===== config.mk =====
export PLATFORM = sky130hd
export DESIGN_NAME = seq_right_shifter_flat
export DESIGN_NICKNAME = d
export VERILOG_FILES = /design/src/rtl/seq_right_shifter_if.sv /design/src/rtl/seq_right_shifter.sv /design/src/flat_wrapper.sv
export SDC_FILE = /design/constraint.sdc
export NUM_CORES = 1
export LEC_CHECK = 0
export CAP_MARGIN = 25
export CORE_MARGIN = 2
export CORE_UTILIZATION = 47
export CTS_BUF_LIST = sky130_fd_sc_hd__clkbuf_2
export DETAILED_ROUTE_END_ITERATION = 12
export PLACE_DENSITY = 0.92
export SYNTH_ARGS = -nofsm -noshare
export SYNTH_HDL_FRONTEND = slang
export SYNTH_SLANG_ARGS = --single-unit

===== constraint.sdc =====
create_clock -name clk -period 2 [get_ports clk]
set_clock_uncertainty 0.05 [all_clocks]
set_input_delay 0.2 -clock clk [delete_from_list [all_inputs] [get_ports clk]]
set_output_delay 0.2 -clock clk [all_outputs]
set_load 0.02 [all_outputs]

===== src/rtl/seq_right_shifter_if.sv =====
`default_nettype none
// ============================================================================
// Module      : seq_right_shifter_if
// Description : Operand/result handshake bundle for seq_right_shifter.
//               The operand side carries in_valid/in_ready with the operand,
//               shift count and op code. The result side carries
//               out_valid/out_ready with the result, plus a busy status.
// Modports    : slave  - the shifter (accepts operands, produces results)
//               master - the requester (drives operands, takes results)
// Signals     : in_valid  1      operand request
//               in_ready  1      unit can accept an operand
//               in_data   WIDTH  operand
//               in_cnt    CNT_W  shift amount, 0..WIDTH-1
//               in_op     2      00=ROR, 01=SRL, 10=SRA, 11=ROR
//               out_valid 1      result available
//               out_ready 1      consumer takes the result
//               out_data  WIDTH  result, meaningful while out_valid=1
//               busy      1      operation in flight or result pending
// Revision    : 1.0 - initial release
// ============================================================================
interface seq_right_shifter_if #(
  parameter int WIDTH = 16,
  parameter int CNT_W = 4
);
  logic             in_valid;
  logic             in_ready;
  logic [WIDTH-1:0] in_data;
  logic [CNT_W-1:0] in_cnt;
  logic [1:0]       in_op;
  logic             out_valid;
  logic             out_ready;
  logic [WIDTH-1:0] out_data;
  logic             busy;

  modport slave (
    input  in_valid,
    input  in_data,
    input  in_cnt,
    input  in_op,
    input  out_ready,
    output in_ready,
    output out_valid,
    output out_data,
    output busy
  );

  modport master (
    output in_valid,
    output in_data,
    output in_cnt,
    output in_op,
    output out_ready,
    input  in_ready,
    input  out_valid,
    input  out_data,
    input  busy
  );
endinterface
`default_nettype wire


===== src/rtl/seq_right_shifter.sv =====
`default_nettype none
// ============================================================================
// Module      : seq_right_shifter
// Description : Multi-cycle right rotate / logical shift / arithmetic shift
//               unit (ROR, SRL, SRA). One operand is accepted on the input
//               handshake, shifted iteratively in a work register, and the
//               result is returned on the output handshake.
// Parameters  : WIDTH - operand/result width (default 16)
//               CNT_W - shift-count width, equal to log2(WIDTH) (default 4);
//                       both must match the parameters of the bus interface.
// Ports       : clk  in  system clock, rising edge
//               rst  in  asynchronous, active-high reset
//               bus  seq_right_shifter_if.slave
//                    in_valid/in_ready/in_data/in_cnt/in_op   operand side
//                    out_valid/out_ready/out_data             result side
//                    busy                                     BUSY or DONE
// Build macro : SEQ_SHIFT_NIBBLE_EN - when defined, a BUSY step with at least
//               four bits remaining shifts by four at once, cutting latency
//               to floor(cnt/4)+(cnt%4)+1. Results are identical either way.
// Revision    : 1.0 - initial release
// ============================================================================
module seq_right_shifter #(
  parameter int WIDTH = 16,
  parameter int CNT_W = 4
) (
  input  logic               clk,
  input  logic               rst,
  seq_right_shifter_if.slave bus
);

  // --------------------------------------------------------------------------
  // Encodings
  // --------------------------------------------------------------------------
  typedef enum logic [1:0] {
    ST_IDLE = 2'd0,
    ST_BUSY = 2'd1,
    ST_DONE = 2'd2
  } state_t;

  localparam logic [1:0] OP_ROR = 2'b00;
  localparam logic [1:0] OP_SRL = 2'b01;
  localparam logic [1:0] OP_SRA = 2'b10;
  // 2'b11 decodes as ROR through the default arm of the step functions.

  localparam logic [CNT_W-1:0] CNT_ZERO = '0;
  localparam logic [CNT_W-1:0] CNT_ONE  = CNT_W'(1);

  // --------------------------------------------------------------------------
  // Single-bit right step. The vacated MSB is filled from bit 0 (rotate),
  // with zero (logical) or with the current sign bit (arithmetic).
  // --------------------------------------------------------------------------
  function automatic logic [WIDTH-1:0] step1(input logic [WIDTH-1:0] w,
                                             input logic [1:0]       op);
    logic [WIDTH-1:0] r;
    case (op)
      OP_SRL:  r = {1'b0,     w[WIDTH-1:1]};
      OP_SRA:  r = {w[WIDTH-1], w[WIDTH-1:1]};
      default: r = {w[0],     w[WIDTH-1:1]};
    endcase
    return r;
  endfunction

`ifdef SEQ_SHIFT_NIBBLE_EN
  localparam logic [CNT_W-1:0] CNT_NIBBLE = CNT_W'(4);

  // Four-bit right step with the same fill rules as step1; equivalent to
  // four consecutive step1 applications.
  function automatic logic [WIDTH-1:0] step4(input logic [WIDTH-1:0] w,
                                             input logic [1:0]       op);
    logic [WIDTH-1:0] r;
    case (op)
      OP_SRL:  r = {4'b0000,          w[WIDTH-1:4]};
      OP_SRA:  r = {{4{w[WIDTH-1]}},  w[WIDTH-1:4]};
      default: r = {w[3:0],           w[WIDTH-1:4]};
    endcase
    return r;
  endfunction
`endif

  // --------------------------------------------------------------------------
  // State
  // --------------------------------------------------------------------------
  state_t           state_q, state_d;
  logic [WIDTH-1:0] work_q,  work_d;
  logic [CNT_W-1:0] rem_q,   rem_d;
  logic [1:0]       op_q,    op_d;

  always_ff @(posedge clk or posedge rst) begin
    if (rst) begin
      state_q <= ST_IDLE;
      work_q  <= '0;
      rem_q   <= '0;
      op_q    <= OP_ROR;
    end else begin
      state_q <= state_d;
      work_q  <= work_d;
      rem_q   <= rem_d;
      op_q    <= op_d;
    end
  end

  // --------------------------------------------------------------------------
  // Next-state and datapath
  // --------------------------------------------------------------------------
  always_comb begin
    state_d = state_q;
    work_d  = work_q;
    rem_d   = rem_q;
    op_d    = op_q;

    case (state_q)
      ST_IDLE: begin
        // in_ready is high throughout IDLE, so in_valid alone is the accept.
        if (bus.in_valid) begin
          work_d  = bus.in_data;
          rem_d   = bus.in_cnt;
          op_d    = bus.in_op;
          state_d = ST_BUSY;
        end
      end

      ST_BUSY: begin
        // A zero count still costs one BUSY cycle, giving the cnt+1 latency.
        if (rem_q == CNT_ZERO) begin
          state_d = ST_DONE;
        end else begin
`ifdef SEQ_SHIFT_NIBBLE_EN
          if (rem_q >= CNT_NIBBLE) begin
            work_d = step4(work_q, op_q);
            rem_d  = rem_q - CNT_NIBBLE;
          end else begin
            work_d = step1(work_q, op_q);
            rem_d  = rem_q - CNT_ONE;
          end
`else
          work_d = step1(work_q, op_q);
          rem_d  = rem_q - CNT_ONE;
`endif
        end
      end

      ST_DONE: begin
        // Result is held until taken; return to IDLE costs one bubble cycle
        // before the next operand can be accepted.
        if (bus.out_ready) begin
          state_d = ST_IDLE;
        end
      end

      default: begin
        state_d = ST_IDLE;
      end
    endcase
  end

  // --------------------------------------------------------------------------
  // Outputs, decoded from the registered state. out_data is the work
  // register itself, so it is visible (and moving) during BUSY.
  // --------------------------------------------------------------------------
  assign bus.in_ready  = (state_q == ST_IDLE);
  assign bus.out_valid = (state_q == ST_DONE);
  assign bus.busy      = (state_q == ST_BUSY) || (state_q == ST_DONE);
  assign bus.out_data  = work_q;

endmodule
`default_nettype wire


===== src/flat_wrapper.sv =====
// flat-port wrapper written by rule: the top's interface ports become plain ports
module seq_right_shifter_flat 
#(
  parameter int WIDTH = 16,
  parameter int CNT_W = 4
)
  (clk, rst, bus_in_valid, bus_in_data, bus_in_cnt, bus_in_op, bus_out_ready, bus_in_ready, bus_out_valid, bus_out_data, bus_busy);
  seq_right_shifter_if #(.WIDTH(WIDTH), .CNT_W(CNT_W)) bus_i ();
  input  logic clk;
  input  logic rst;
  input wire logic [$bits(bus_i.in_valid)-1:0] bus_in_valid;
  input wire logic [$bits(bus_i.in_data)-1:0] bus_in_data;
  input wire logic [$bits(bus_i.in_cnt)-1:0] bus_in_cnt;
  input wire logic [$bits(bus_i.in_op)-1:0] bus_in_op;
  input wire logic [$bits(bus_i.out_ready)-1:0] bus_out_ready;
  output wire logic [$bits(bus_i.in_ready)-1:0] bus_in_ready;
  output wire logic [$bits(bus_i.out_valid)-1:0] bus_out_valid;
  output wire logic [$bits(bus_i.out_data)-1:0] bus_out_data;
  output wire logic [$bits(bus_i.busy)-1:0] bus_busy;
  assign bus_i.in_valid = bus_in_valid;
  assign bus_i.in_data = bus_in_data;
  assign bus_i.in_cnt = bus_in_cnt;
  assign bus_i.in_op = bus_in_op;
  assign bus_i.out_ready = bus_out_ready;
  assign bus_in_ready = bus_i.in_ready;
  assign bus_out_valid = bus_i.out_valid;
  assign bus_out_data = bus_i.out_data;
  assign bus_busy = bus_i.busy;
  seq_right_shifter #(.WIDTH(WIDTH), .CNT_W(CNT_W)) u_core (.clk(clk), .rst(rst), .bus(bus_i));
endmodule

## Word-level counts from Yosys, hierarchy flattened

Index checks and enable logic that the tools add are counted.

| storage, ports and cells | value |
|---|---|
| register bits | 24 |
| output and inout port bits | 19 |
| word-level logic and storage cells | 34 |
| input port bits | 26 |

| operators by class | value |
|---|---|
| reductions and logical operators | 8 |
| multiplexer cells | 11 |
| equality and inequality tests | 9 |
| add/sub/neg operators | 1 |

Operators with widths:

| operator | count |
|---|---|
| one-hot mux 16 bit (2 select lines) | 2 |
| two-way mux 16 bit | 2 |
| two-way mux 4 bit | 2 |
| != test 2 bit, second input constant | 4 |
| one-hot mux 4 bit (2 select lines) | 1 |
| two-way mux 2 bit | 3 |
| one-hot mux 2 bit (3 select lines) | 1 |
| AND reduction 3 bit | 2 |
| equality test 2 x 1 -> 1 bit, second input constant | 2 |
| equality test 2 bit, second input constant | 2 |
| logical NOT 4 bit | 1 |
| AND reduction 4 bit | 1 |
| subtractor 4 x 1 -> 4 bit, second input constant | 1 |
| logical NOT 2 bit | 1 |
| != test 2 x 1 -> 1 bit, second input constant | 1 |
| AND reduction 2 bit | 1 |
| nonzero test 2 bit | 1 |
| logical OR 1 bit | 1 |

## Logic depth before layout (Yosys ltp)

| logic depth | value |
|---|---|
| depth in word-level cells | 4 |
| depth in mapped cells | 7 |
| mapped depth without buffers | 5 |

## Worst setup path after synthesis

Ideal clock, no wire load.

| timing path | value |
|---|---|
| path kind | register to register |
| start point | reg u_core.rem_q[0] |
| end point | reg u_core.state_q[0] |
| required time | 1.822 ns |
| buffers on the path | 0 |
| setup time | 0.128 ns |
| clock period less this slack | 1.708 ns |
| arrival | 1.530 ns |
| stages on the path, launching flop included | 6 |
| slack | 0.292 ns |
| path through | dfrtp_1 inv_1 ha_1 or3b_1 a211oi_2 mux2_1 |

| on the way | value |
|---|---|
| cells in the longest elaborated chain, start to end | 3 |

RTL lines:

| what | RTL line | RTL |
|---|---|---|
| start: declaration | seq_right_shifter.sv:85 | `logic [CNT_W-1:0] rem_q, rem_d;` |
| start signal: assignment | seq_right_shifter.sv:97 | `rem_q <= rem_d;` |
| logical NOT 4 bit | seq_right_shifter.sv:124 | `if (rem_q == CNT_ZERO) begin` |
| != test 2 x 1 -> 1 bit (no line) | n/a |  |
| AND reduction 3 bit (no line) | n/a |  |
| end signal: assignment | seq_right_shifter.sv:95 | `state_q <= state_d;` |
| end: declaration | seq_right_shifter.sv:83 | `state_t state_q, state_d;` |

Every way passes these cells.
A chain may end at the register's enable or synchronous reset.

## Worst setup path in the final report

Same ends and word-level chain as after synthesis.

==> metrics.txt <==
TritonCTS clock tree built; CTS Sinks 24; Layout fillers about 210; Final ANT Viol Nets 0; Min-Delay Path Class primary input to async pin; status completed; TritonRoute pass-1 iters 4; remaining global-route overflow 0; total wire length around 3200 um; fin util 0.6824; Pwr Total between 0.003 and 0.004 W; Reg2Reg Depth 5; max cap viols 0; vias in the first global route 1236; synth unique cells 31; R2R Setup Slk around 140 ps; die area 3326 um^2; initial antenna violation count 0; layout cell share with drive strength beyond 1 0.1329; Core Rows 19; FF+latch area about 600 um^2; DRT iter0 DRCs 25; vias per std cell 5.662; DRC viols 0; die height between 50 and 60 um; PortBufs 44; most common cell after layout, fill and taps aside clkdlybuf4s50_1; global-route wire length before repair around 5500 um; Clk network pwr share 0.096; syn_nets roughly 160; clk buf depth 2; Wirelength per Cell between 15 and 20 um; Switching Fraction 0.4410; net switching power about 0.0015 W; H-tree Lvls 1; CP Capture Type flop; Slew Viols, Final 0; reg2reg end u_core.state_q[0]; setup TNS 0 ps; Flop pwr share 0.271; Starting Density 0.4909; I/O Pins 45; fin crit period ~1900 ps; #FFs+latches synth 24; fin nets a little over 200; Ys Warns 0; post-synthesis sequential area ratio 0.4436; Gate power share 0.632; Worst-Skew Late Latency around 370 ps; CP Class flop to flop; Peak VDD IR between 1 and 1.5 mV; # hold bufs at CTS 0; footprint of the multi-input gates between 600 and 700 um^2; Fmax about 540 MHz; Post-Synthesis Cells roughly 130; unrepaired setup endpoints after global routing false; diode count 0; global placement routability congestion 0.7611; Total GRT Usage 0.2162; most frequent cells in the layout 41 x clkdlybuf4s50_1, 24 x dfrtp_1, 22 x o21ai_0, 16 x mux2i_1, 10 x o21ai_2; P&R area growth vs syn 39.00%; Startpoint Class flop; internal power ~0.0019 W; count of final setup violators 0; Design Area, Final 1882 um^2; Leak Pwr 0.8395 nW; Placed Area about 1800 um^2; Worst-Margin Slew around 300 ps; total CTS buffers 3; Worst EP required about 2200 ps; Core Box Area about 2800 um^2; Clock Tree Root clkbuf_2; Die W roughly 58 um; Final period util 0.9299; Synth Cell Area approximately 1400 um^2; via count approximately 1200; relative max-transition margin 0.7989; Clock transition at path regs between 200 and 300 ps; final hold viol count 0; worst-path maximum fanout 4; R2R Path Start u_core.rem_q[0]; DP HPWL ~2400 um; Syn Area/Cell ~11 um^2; Power Density ~1800 nW/um^2; WP data arrival between 2000 and 2500 ps; largest net degree at the start of global routing 25
## cell families (layout without fill, tap and decap cells)
family | Yosys count | count (layout) | synth area share
flip-flops | 24 | 24 | 0.4436
multiplexers | 19 | 19 | 0.1432
buffers and inverters | 15 | 60 | 0.05914
AND/OR/NAND/NOR | 21 | 21 | 0.09150
adder cells (fa/ha/maj) | 5 | 5 | 0.04621
AO/OA/AOI/OAI | 44 | 44 | 0.2163
## power by group through the flow
stage | Combinational, W | Sequential, W | Clock [W]
floorplan | 0.00133 | 0.00108 | 0
global route | 0.00235 | 0.000967 | 0.000351
global placement | 0.00209 | 0.000922 | 0
detailed placement | 0.00218 | 0.000940 | 0
CTS | 0.00219 | 0.000930 | 0.000325
finish | 0.00217 | 0.000931 | 0.000330
## worst max-delay path by stage
stage,startpoint,endpoint,slack [ps],cells after the start
4_1_cts,u_core.state_q[0],bus_in_ready,20,3
5_1_grt,u_core.rem_q[0],u_core.state_q[0],90,5
3_3_place_gp,u_core.rem_q[0],u_core.state_q[0],250,5
3_5_place_dp,u_core.rem_q[0],u_core.state_q[0],190,5
6_report,u_core.rem_q[0],u_core.state_q[0],140,5
2_1_floorplan,u_core.rem_q[0],u_core.state_q[0],290,5
## cells in the mapped netlist
| cell type | count | area (um^2) |
|---|---|---|
| o211ai_1 | 1 | 7.510 |
| dfrtp_1 | 24 | 600.6 |
| inv_1 | 6 | 22.52 |
| buf_8 | 1 | 15.01 |
| or2_1 | 1 | 6.260 |
| o31ai_1 | 4 | 30.03 |
| nand3_1 | 1 | 5.000 |
| o21ai_2 | 10 | 87.58 |
| a2bb2oi_1 | 1 | 8.760 |
| buf_6 | 1 | 11.26 |
| nand2b_1 | 1 | 6.260 |
| mux2i_1 | 16 | 160.2 |
| buf_2 | 1 | 5.000 |
| o21ai_0 | 22 | 110.1 |
| buf_4 | 1 | 7.510 |
| and3b_1 | 1 | 8.760 |
| nor3_1 | 3 | 15.01 |
| clkbuf_1 | 5 | 18.77 |
| and4bb_1 | 1 | 12.51 |
| or3b_1 | 1 | 8.760 |
| nor2_1 | 2 | 7.510 |
| nand3b_1 | 1 | 7.510 |
| a211oi_2 | 1 | 12.51 |
| o32a_1 | 2 | 20.02 |
| a31oi_1 | 1 | 6.260 |
| ha_1 | 5 | 62.56 |
| mux2_2 | 2 | 22.52 |
| o21ai_1 | 2 | 10.01 |
| nor2b_1 | 5 | 31.28 |
| mux2_1 | 1 | 11.26 |
| nand2_1 | 4 | 15.01 |
## cell type report
| class | instances | area share |
|---|---|---|
| Clock inverter | 1 | 0.01596 |
| Clock buffer | 3 | 0.007979 |
| Sequential cell | 24 | 0.3191 |
| Timing Repair Buffer | 50 | 0.2666 |
| Inverter | 6 | 0.01197 |
| Multi-Input combinational cell | 89 | 0.3577 |
| Tap cell | 31 | 0.02061 |
## metrics by stage
step                      hold slack, ps  cells  setup WS (ps)
after global routing               109.5    204          86.12
after CTS                          105.7    204          19.69
after global placement             446.0    200          253.3
after floorplan                    164.6    128          292.2
final                              74.75    204          140.3
after detailed placement           456.2    200          187.4
## worst max-delay path: stages, from the launching register on
cell and delay [ps]:
dfrtp_1 470, inv_1 80, ha_1 190, or3b_1 390, a211oi_2 230, mux2_1 340
## repair_timing
action,CTS,global route
gates resized for setup,1,2
endpoints found under the setup margin,1,2
buffers inserted,0,0
hold endpoints to repair,0,0
## per-layer routing
layer | global-route usage | up-vias | part of all wire
met5 | 0 | - | 0
met4 | 0.08306 | 0 | 0.019
met3 | 0.03571 | 7 | 0.041
met2 | 0.3864 | 33 | 0.51
met1 | 0.2599 | 564 | 0.43
li1 | - | 551 | -
## sequential cells by signal, indices dropped and copies added, names as in the netlist
register,cells
u_core.op_q,2
u_core.bus.out_data,16
u_core.state_q,2
u_core.rem_q,4
Power figures use the tool's default switching activity.
